`config.mk`:
```
export PLATFORM = sky130hd
export DESIGN_NAME = screen_flash_fx
export DESIGN_NICKNAME = d
export VERILOG_FILES = /design/src/rtl/screen_flash_fx.sv
export SDC_FILE = /design/constraint.sdc
export NUM_CORES = 1
export LEC_CHECK = 0
export ABC_AREA = 0
export ABC_CLOCK_PERIOD_IN_PS = 17200
export BUFFER_PORTS_ARGS = -buffer_cell sky130_fd_sc_hd__buf_4
export CAP_MARGIN = 30
export CORE_MARGIN = 4
export CORE_UTILIZATION = 35
export CTS_BUF_LIST = sky130_fd_sc_hd__clkbuf_8
export CTS_CLUSTER_SIZE = 14
export DETAILED_ROUTE_END_ITERATION = 7
export PLACE_DENSITY_LB_ADDON = 0.2
export SYNTH_ARGS = -nofsm -noshare
export SYNTH_HDL_FRONTEND = slang
export SYNTH_SLANG_ARGS = --single-unit
export TNS_END_PERCENT = 100
```
`constraint.sdc`:
```
create_clock -name clk -period 17.2 [get_ports clk]
set_input_delay 2.58 -clock clk [delete_from_list [all_inputs] [get_ports clk]]
set_output_delay 2.58 -clock clk [all_outputs]
set_load 0.02 [all_outputs]
```
`src/rtl/screen_flash_fx.sv`:
```
// Screen flash post-process: blends the background RGB565 colour toward white
// by a level that rises, holds and fades, stepping only on frame boundaries.
// Latency 1 clk (bg_colour -> oled_colour, registered); no backpressure, streaming every cycle.
//
// Ports:
//   clk, reset           clock, asynchronous active-high reset
//   pixel_index          current OLED pixel; a fresh 0 marks a frame boundary
//   bg_colour            RGB565 colour of the current pixel
//   fx_trigger           one-cycle pulse that starts or re-arms the flash
//   oled_colour          blended RGB565 colour (registered)
//   fx_busy              high while the effect is not idle (registered)
module screen_flash_fx #(
    parameter int NUM_PIXELS  = 6144,
    parameter int STEP_FRAMES = 1,
    parameter int HOLD_FRAMES = 4,
    parameter int PEAK_LEVEL  = 16
) (
    input  logic        clk,
    input  logic        reset,
    input  logic [12:0] pixel_index,
    input  logic [15:0] bg_colour,
    input  logic        fx_trigger,
    output logic [15:0] oled_colour,
    output logic        fx_busy
);

    if (PEAK_LEVEL < 4 || PEAK_LEVEL > 16 || (PEAK_LEVEL % 4) != 0 ||
        STEP_FRAMES < 1 || HOLD_FRAMES < 1 || NUM_PIXELS < 2 || NUM_PIXELS > 8192) begin : g_bad_params
        $error("screen_flash_fx: illegal parameter set");
    end

    typedef enum logic [1:0] {IDLE, RISE, HOLD, FALL} state_t;

    localparam int SW = (STEP_FRAMES > 1) ? $clog2(STEP_FRAMES) : 1;
    localparam int HW = $clog2(HOLD_FRAMES + 1);
    localparam logic [SW-1:0] STEP_LAST = SW'(STEP_FRAMES - 1);
    // HOLD counts HOLD_FRAMES boundaries after the one that reached the peak,
    // and leaves on the following boundary.
    localparam logic [HW-1:0] HOLD_LAST = HW'(HOLD_FRAMES);
    localparam logic [4:0]    PEAK      = 5'(PEAK_LEVEL);

    state_t        state, state_n;
    logic [4:0]    level, level_n;
    logic [SW-1:0] step_cnt, step_n;
    logic [HW-1:0] hold_cnt, hold_n;
    logic          pending, pending_n;
    logic [12:0]   prev_index;
    logic          frame_start;
    logic          pend_now;
    logic [4:0]    level_up;
    logic [4:0]    bumped;
    logic          busy_n;
    logic [15:0]   blended;

    function automatic logic [15:0] blend(input logic [15:0] c, input logic [4:0] l);
        logic [10:0] r_p, g_p, b_p;
        logic [4:0]  r, b;
        logic [5:0]  g;
        r_p = 11'(5'd31 - c[15:11]) * 11'(l);
        g_p = 11'(6'd63 - c[10:5]) * 11'(l);
        b_p = 11'(5'd31 - c[4:0]) * 11'(l);
        // c + ((max-c)*l)>>4 never exceeds max for l <= 16, so truncation is exact
        r = 5'(11'(c[15:11]) + (r_p >> 4));
        g = 6'(11'(c[10:5]) + (g_p >> 4));
        b = 5'(11'(c[4:0]) + (b_p >> 4));
        return {r, g, b};
    endfunction

    // A transition onto index 0 (including a mid-frame jump) starts a frame;
    // sitting on 0 does not re-fire.
    assign frame_start = (pixel_index == 13'd0) && (prev_index != 13'd0);
    assign pend_now    = pending | fx_trigger;
    assign level_up    = level + 5'd4;
    assign bumped      = (level_up > PEAK) ? PEAK : level_up;

    // State register
    always_ff @(posedge clk or posedge reset) begin
        if (reset) begin
            state       <= IDLE;
            level       <= 5'd0;
            pending     <= 1'b0;
            step_cnt    <= '0;
            hold_cnt    <= '0;
            prev_index  <= 13'h1FFF;
            oled_colour <= 16'h0000;
            fx_busy     <= 1'b0;
        end else begin
            state       <= state_n;
            level       <= level_n;
            pending     <= pending_n;
            step_cnt    <= step_n;
            hold_cnt    <= hold_n;
            prev_index  <= pixel_index;
            oled_colour <= blended;
            fx_busy     <= busy_n;
        end
    end

    // Next-state logic; the level only moves on frame_start cycles.
    always_comb begin
        state_n   = state;
        level_n   = level;
        step_n    = step_cnt;
        hold_n    = hold_cnt;
        pending_n = pend_now;
        if (frame_start) begin
            if (pend_now) begin
                // Start or retrigger: build on the current level rather than restarting.
                pending_n = 1'b0;
                level_n   = bumped;
                step_n    = '0;
                hold_n    = '0;
                state_n   = (bumped == PEAK) ? HOLD : RISE;
            end else begin
                case (state)
                    RISE: begin
                        if (step_cnt == STEP_LAST) begin
                            step_n = '0;
                            if (level_up >= PEAK) begin
                                level_n = PEAK;
                                hold_n  = '0;
                                state_n = HOLD;
                            end else begin
                                level_n = level_up;
                            end
                        end else begin
                            step_n = step_cnt + SW'(1);
                        end
                    end
                    HOLD: begin
                        if (hold_cnt == HOLD_LAST) begin
                            level_n = level - 5'd1;
                            step_n  = '0;
                            state_n = FALL;
                        end else begin
                            hold_n = hold_cnt + HW'(1);
                        end
                    end
                    FALL: begin
                        if (step_cnt == STEP_LAST) begin
                            step_n  = '0;
                            level_n = level - 5'd1;
                            if (level == 5'd1) begin
                                state_n = IDLE;
                            end
                        end else begin
                            step_n = step_cnt + SW'(1);
                        end
                    end
                    default: ;
                endcase
            end
        end
    end

    // Outputs: pixel 0 of a frame already sees the new level via level_n.
    always_comb begin
        busy_n  = (state_n != IDLE);
        blended = blend(bg_colour, level_n);
    end

endmodule

```
==> results by group, run 1 <==
Detailed routing
  • # DRC: 0
  • DR iter-0 viols: between 100 and 150
  • Initial DRT Pass Iterations: 4
  • Routed via count: ~3.3k
  • Routed Antenna Nets: 0
  • Vias per cell: about 4.8
  • Met3 Routed Length: 225 µm
  • Routed length on met2: roughly 4.6 mm
  • Top sig layer: met4
  • Avg WL per Cell: 13.59 µm
  • DRT Wirelength: between 9 and 10 mm
  • M1 WL: around 4.5 mm

Timing
  • Final Slew Violations: 0
  • F_max: between 100 and 150 MHz
  • Worst Max-Slew Pin Slew: 0.8120 ns
  • Slew HR: ~46%
  • Crit path time final: between 8 and 9 ns
  • TNS Setup: 0 ns
  • Fin crit share: between 50% and 60%
  • RSZ-0062 raised after global routing: false
  • Setup Viol. Count Final: 0
  • Clock Skews: 0.01219 ns
  • Count of final hold-check violations: 0

Cells and area
  • Layout cell share with drive strength beyond 1: a little under a fifth
  • Antenna cell count: 0
  • Final cell count without fillers: around 690
  • Area Overhead vs Synth: 15.12%
  • Layout Nets: 653

Power
  • PwrDens: roughly 83 nW/µm²
  • Overall Power: approximately 0.41 mW
  • Pleak: ~2.4 nW
  • Worst VDD drop: 0.02707 mV

CTS
  • Clk root buf: clkbuf_8
  • Worst skew pair latency: 0.31 ns
  • CTS tree: done
  • Reg clk slew, reported paths: 0.10 ns
  • Post-CTS Hold Buffers: 0
  • Post-CTS Setup Bufs: 0
  • CTS buffer count: 5
  • Post-cts sizing count: 0
  • Max Buffers Root-to-Sink: 2
  • # H-tree levels: 2
  • # clock sinks: 41

Critical path
  • Worst Setup End Kind: flip-flop
  • Worst-path fanout max: 17
  • Worst Setup Start Kind: input port
  • Critical path class: in -> reg
  • Worst r2r src: level[0]
  • Crit path largest cell delay: between 0.6 and 0.7 ns
  • CP max stage cell: o41ai_1
  • Required @ worst endpoint: 17.46 ns
  • Critical-path cell list: buf_4 > nor4_1 > nand4_1 > nor2_4 > a32oi_4 > or2_2 > fa_1 > inv_1 > ha_1 > inv_1 > fa_1 > inv_1 > ha_1 > nand2_1 > o41ai_1 > xor2_1 > ha_1 > a21o_1 > a21oi_1 > xnor2_1 > a2111oi_0 > nor2_1 > o41a_1 > nand3_1
  • CP delay by family, top: compound AO/OA/AOI/OAI gates
  • WP data arrival: ~9.0 ns
  • Buf/Inv on CP: 4
  • CP startpoint: pixel_index[4]

Synthesis
  • Most frequent cell after synthesis: nor2_1
  • Top FF cell, synth: dfrtp_1
  • Main combinational cell family by area after synthesis: adder cells
  • Cell accounting for the most synthesized area: ha_1
  • Warnings from Yosys: 0
  • Post-synthesis cell count: ~480
  • Sequential share of the synthesized area: 24.13%
  • Yosys top cell area share: between 10% and 20%
  • Synthesized area: approximately 4300 µm²
  • Mux share of post-synthesis cell area: 0%
  • Yosys reg bits: 41
  • Post-Synth Adder-Cell Area: 33.55%
  • Synth Area in Simple Gates: ~18%
  • Synth Area in XOR/XNOR: 5.881%
  • Post-synth EDFFs: 0
  • Area contributors post-synth: ha_1 (18%), dfrtp_1 (16%), fa_1 (15%)
  • Complex-gate fraction of the synthesized area: between 10% and 20%
  • Asr flop ratio synth: 100.0%
  • Syn nets: approximately 600
  • Synth cell count leaders: nor2_1 (73), inv_1 (67), ha_1 (63), fa_1 (33), dfrtp_1 (28)
  • Syn_area_per_cell: 9.093 µm²
  • Unique cell type count in the Yosys netlist: 48

Floorplanning
  • IO Count: 49
  • Rows: 40
  • Die X: roughly 120 µm
  • Die height: between 100 and 150 µm
  • Die area: 14,180 µm²
  • Core area: between 10,000 and 15,000 µm²
  • Initial Util: about 36%

GRT
  • First-pass GRT wire length: 16.37 mm
  • GR Overflow Total: 0
  • Largest net degree at the start of global routing: 42
  • Vias in the first global route: 3,382
  • Initial antenna violation count: 0
  • Overall global routing resource usage: around 14%

Worst hold path
  • Worst hold start: hold_cnt[0]
  • Hold WC Path Type: reg -> reg

Placed design
  • Placed Cells: around 690
  • Placer Congestion: between 0.8 and 0.9
  • Port bufs: 48
  • DP Wirelength: 7.448 mm

Run
  • Number of max-cap violations: 0

Run status
  • Status: completed
-- worst paths after layout --
kind	end	cells past startpoint	slack (ns)
min in group asynchronous	oled_colour[1]	3	2.37
max	oled_colour[4]	24	8.44
max reg2reg	oled_colour[4]	25	10.24
max in group asynchronous	prev_index[6]	3	14.43
min	hold_cnt[0]	1	0.53
min reg2reg	hold_cnt[0]	1	0.53
-- flip-flops by register name, summed over array words and instances, names as in the netlist --
| signal | cells |
|---|---|
| state | 2 |
| hold_cnt | 3 |
| fx_busy | 1 |
| prev_index | 13 |
| level | 5 |
| oled_colour | 16 |
| pending | 1 |
-- report_power, final --
group | switching (mW) | total (mW) | internal, mW
clock | 0.0400 | 0.0702 | 0.0302
combinational | 0.116 | 0.218 | 0.102
sequential | 0.00525 | 0.123 | 0.117
total | 0.161 | 0.410 | 0.249
-- cells in the final DEF (no fill, tap or decap), types with 12 or more instances in the layout --
cell type / instances
o21ai_0: 15
a21oi_1: 24
ha_1: 63
buf_4: 52
fa_1: 33
xnor2_1: 17
dfstp_2: 13
nor2_1: 73
nand2_1: 17
or2_2: 17
xor2_1: 12
dfrtp_1: 28
inv_1: 66
-- cell type report --
type	count	area [µm²]
Clock buffer	5	68.82
Tap cell	168	210.2
Multi-Input combinational cell	358	2983
Fill cell	1213	7089
Sequential cell	41	1042
Clock inverter	3	26.28
Timing Repair Buffer	52	390.4
Inverter	67	251.5
-- layer usage --
metal,track usage (%),vias up
li1,-,1680
met1,18.46,1585
met2,24.23,38
met3,1.994,7
met4,3.693,0
met5,0,-
-- logic make-up after synthesis --
family / Yosys count
compound gates: 75
buf+inv: 76
flops: 41
simple gates: 158
fa+ha+maj: 96
xor+xnor: 29
-- through the flow --
stage	setup WS, ns	utilization (%)	instance area [µm²]	hold slack (ns)
2_1_floorplan	9.102	-	4319	0.4753
3_3_place_gp	8.155	40.44	4877	0.5064
3_5_place_dp	8.103	40.44	4877	0.5206
4_1_cts	8.399	41.22	4972	0.5400
5_1_grt	7.862	41.22	4972	0.5743
6_report	8.438	41.22	4972	0.5346
-- worst register-to-register path, cell delays in order (launching register included) --
cell	delay, ns
dfrtp_1	0.44
inv_1	0.10
ha_1	0.26
or3b_4	0.40
a31oi_1	0.24
nand4_2	0.19
a21boi_2	0.66
or2_2	0.25
fa_1	0.42
inv_1	0.08
ha_1	0.14
inv_1	0.05
fa_1	0.50
inv_1	0.04
ha_1	0.34
nand2_1	0.06
o41ai_1	0.62
xor2_1	0.15
ha_1	0.35
a21o_1	0.17
a21oi_1	0.21
xnor2_1	0.12
a2111oi_0	0.56
nor2_1	0.15
o41a_1	0.33
nand3_1	0.08
No activity file was read; power rests on OpenSTA's default activity.
==> inputs of run 2 (changes only) <==
--- a/config.mk
+++ b/config.mk
@@ -6,7 +6,7 @@
 export NUM_CORES = 1
 export LEC_CHECK = 0
 export ABC_AREA = 0
-export ABC_CLOCK_PERIOD_IN_PS = 17200
+export ABC_CLOCK_PERIOD_IN_PS = 8600
 export BUFFER_PORTS_ARGS = -buffer_cell sky130_fd_sc_hd__buf_4
 export CAP_MARGIN = 30
 export CORE_MARGIN = 4
==> constraint.sdc (replaced) <==
create_clock -name clk -period 8.6 [get_ports clk]
set_input_delay 1.29 -clock clk [delete_from_list [all_inputs] [get_ports clk]]
set_output_delay 1.29 -clock clk [all_outputs]
set_load 0.02 [all_outputs]
==> results by group, run 2 (same netlist as run 1, synthesis figures left out) <==
Placed design
  • Port bufs: 48 (unchanged)
  • Area after DPL: 4892 µm² (+0.31%)
  • DP Wirelength: 7.784 mm (+4.5%)
  • Placer Congestion: 0.8039 (-4.2%)

Floorplanning
  • Die area: 14,180 µm² (unchanged)
  • Die height: 119.1 µm (unchanged)
  • Die X: 119.1 µm (unchanged)
  • Core area: 12,060 µm² (unchanged)
  • Rows: 40 (unchanged)
  • Initial Util: 35.81% (unchanged)
  • IO Count: 49 (unchanged)

Timing
  • Final Slew Violations: 0 (unchanged)
  • RSZ-0062 raised after global routing: false
  • F_max: 136.8 MHz
  • Slew HR: 56.21% (+11 points)
  • Fin crit share: 84.99%
  • Crit path time final: 7.309 ns
  • Clock Skews: 0.01002 ns (-0.002166 ns)
  • TNS Setup: 0 ns (unchanged)
  • Final hold slack: 0.5341 ns (-0.0004430 ns)
  • Setup Viol. Count Final: 0 (unchanged)
  • Count of final hold-check violations: 0 (unchanged)
  • Worst Max-Slew Pin Slew: 0.6484 ns (-0.1636 ns)

Critical path
  • Worst reg-to-reg path cell count: 26 (+4.0%)
  • WP data arrival: 7.56 ns (-1.46 ns)
  • Worst Setup Start Kind: input port
  • CP max stage cell: fa_1
  • Critical path class: in -> reg
  • Crit path largest cell delay: 0.54 ns (-0.08 ns)
  • Worst-path fanout max: 14 (-3)
  • Worst Setup End Kind: flip-flop
  • Required @ worst endpoint: 8.85 ns (-8.61 ns)

Cells and area
  • Finished Cell Area: 4980 µm² (+0.15%)
  • Layout cell share with drive strength beyond 1: 18.37% (+0.12 points)
  • Regs by FF count: oled_colour x16, prev_index x13, level x5
  • Most frequent cells in the layout: nor2_1 (73), inv_1 (67), ha_1 (63), buf_4 (54), fa_1 (33)
  • Largest Register: oled_colour
  • Fin util: 41.29% (+0.062 points)
  • Commonest non-fill, non-tap cell in the layout: nor2_1
  • Filler cells: 1,222 (+0.74%)
  • Max reg flops: 16 (unchanged)
  • Layout Nets: 655 (+0.31%)
  • Antenna cell count: 0 (unchanged)
  • Area Overhead vs Synth: 15.30%

Detailed routing
  • Avg WL per Cell: 14.11 µm (+3.8%)
  • Routed Antenna Nets: 0 (unchanged)
  • Vias per cell: 4.851 (+1.7%)
  • Initial DRT Pass Iterations: 4 (unchanged)
  • Routed via count: 3,376 (+2.0%)
  • DR iter-0 viols: 140 (+27%)
  • DRT Wirelength: 9.819 mm (+4.1%)
  • # DRC: 0 (unchanged)

CTS
  • CTS tree: done
  • Clk root buf: clkbuf_8
  • # clock sinks: 41 (unchanged)
  • # H-tree levels: 2 (unchanged)
  • Post-cts sizing count: 0 (unchanged)
  • CTS buffer count: 5 (unchanged)
  • Post-CTS Setup Bufs: 0 (unchanged)
  • Max Buffers Root-to-Sink: 2 (unchanged)
  • Worst skew pair latency: 0.31 ns (about the same)
  • Post-CTS Hold Buffers: 0 (unchanged)
  • Reg clk slew, reported paths: 0.09 ns (about the same)

GRT
  • Largest net degree at the start of global routing: 42 (unchanged)
  • Initial antenna violation count: 0 (unchanged)
  • Vias in the first global route: 3,526 (+4.3%)
  • First-pass GRT wire length: 16.82 mm (+2.7%)
  • GR Overflow Total: 0 (unchanged)
  • Overall global routing resource usage: 14.43% (+0.37 points)

Worst hold path
  • Hold path cells: 1 (unchanged)
  • Hold WC Path Type: reg -> reg

Run
  • Number of max-cap violations: 0 (unchanged)

Power
  • Worst VDD drop: 0.05650 mV (+110%)
  • Pleak: 2.406 nW (about the same)
  • Overall Power: 0.8156 mW (+99%)
  • PwrDens: 163.8 nW/µm² (+98%)

Run status
  • Status: completed
-- run 2: cell types whose count changed in the layout (fill, tap and decap cells not counted) --
cell	before	now
inv_6	3	0
buf_4	52	54
clkinvlp_4	0	2
inv_1	66	67
-- run 2: worst max-delay path: cells and delay by family --
family          cells  cell delay (ns)
simple gates        8             1.48
xor+xnor            2             0.26
fa+ha+maj           5             1.99
compound gates      6             2.03
buf+inv             4             0.50
-- run 2: final timing paths --
| check | startpoint | to | slack [ns] |
|---|---|---|---|
| min | hold_cnt[0] | hold_cnt[0] | 0.53 |
| max reg2reg | level[1] | oled_colour[15] | 1.86 |
| max in group asynchronous | reset | prev_index[11] | 7.12 |
| min reg2reg | hold_cnt[0] | hold_cnt[0] | 0.53 |
| min in group asynchronous | reset | oled_colour[0] | 1.10 |
| max | pixel_index[4] | oled_colour[15] | 1.29 |
-- run 2: layout make-up --
type | count | area (µm²) | area share, %
Timing Repair Buffer | 54 | 405.4 | 8.141
Multi-Input combinational cell | 358 | 2983 | 59.90
Inverter | 67 | 251.5 | 5.050
Sequential cell | 41 | 1042 | 20.93
Tap cell | 168 | 210.2 | 4.221
Clock buffer | 5 | 68.82 | 1.382
Clock inverter | 3 | 18.77 | 0.3769
-- run 2: layer usage --
layer / vias to the layer above / wire (µm) / GRT usage [%]
li1: 1689 / - / -
met1: 1619 / 4692 / 19.16
met2: 54 / 4676 / 23.91
met3: 14 / 276 / 2.422
met4: 0 / 173 / 4.634
met5: - / 0 / 0
-- run 2: where the power goes --
part	internal, mW	total, mW	switching, mW
Combinational	0.204	0.437	0.234
Clock	0.0562	0.132	0.0761
Sequential	0.235	0.246	0.0113
-- run 2: stage by stage --
step / setup slack, ns / cells
floorplan: 1.792 / 475
global placement: 0.9754 / 688
detailed placement: 0.9461 / 688
CTS: 1.236 / 696
global route: 0.7456 / 696
finish: 1.291 / 696
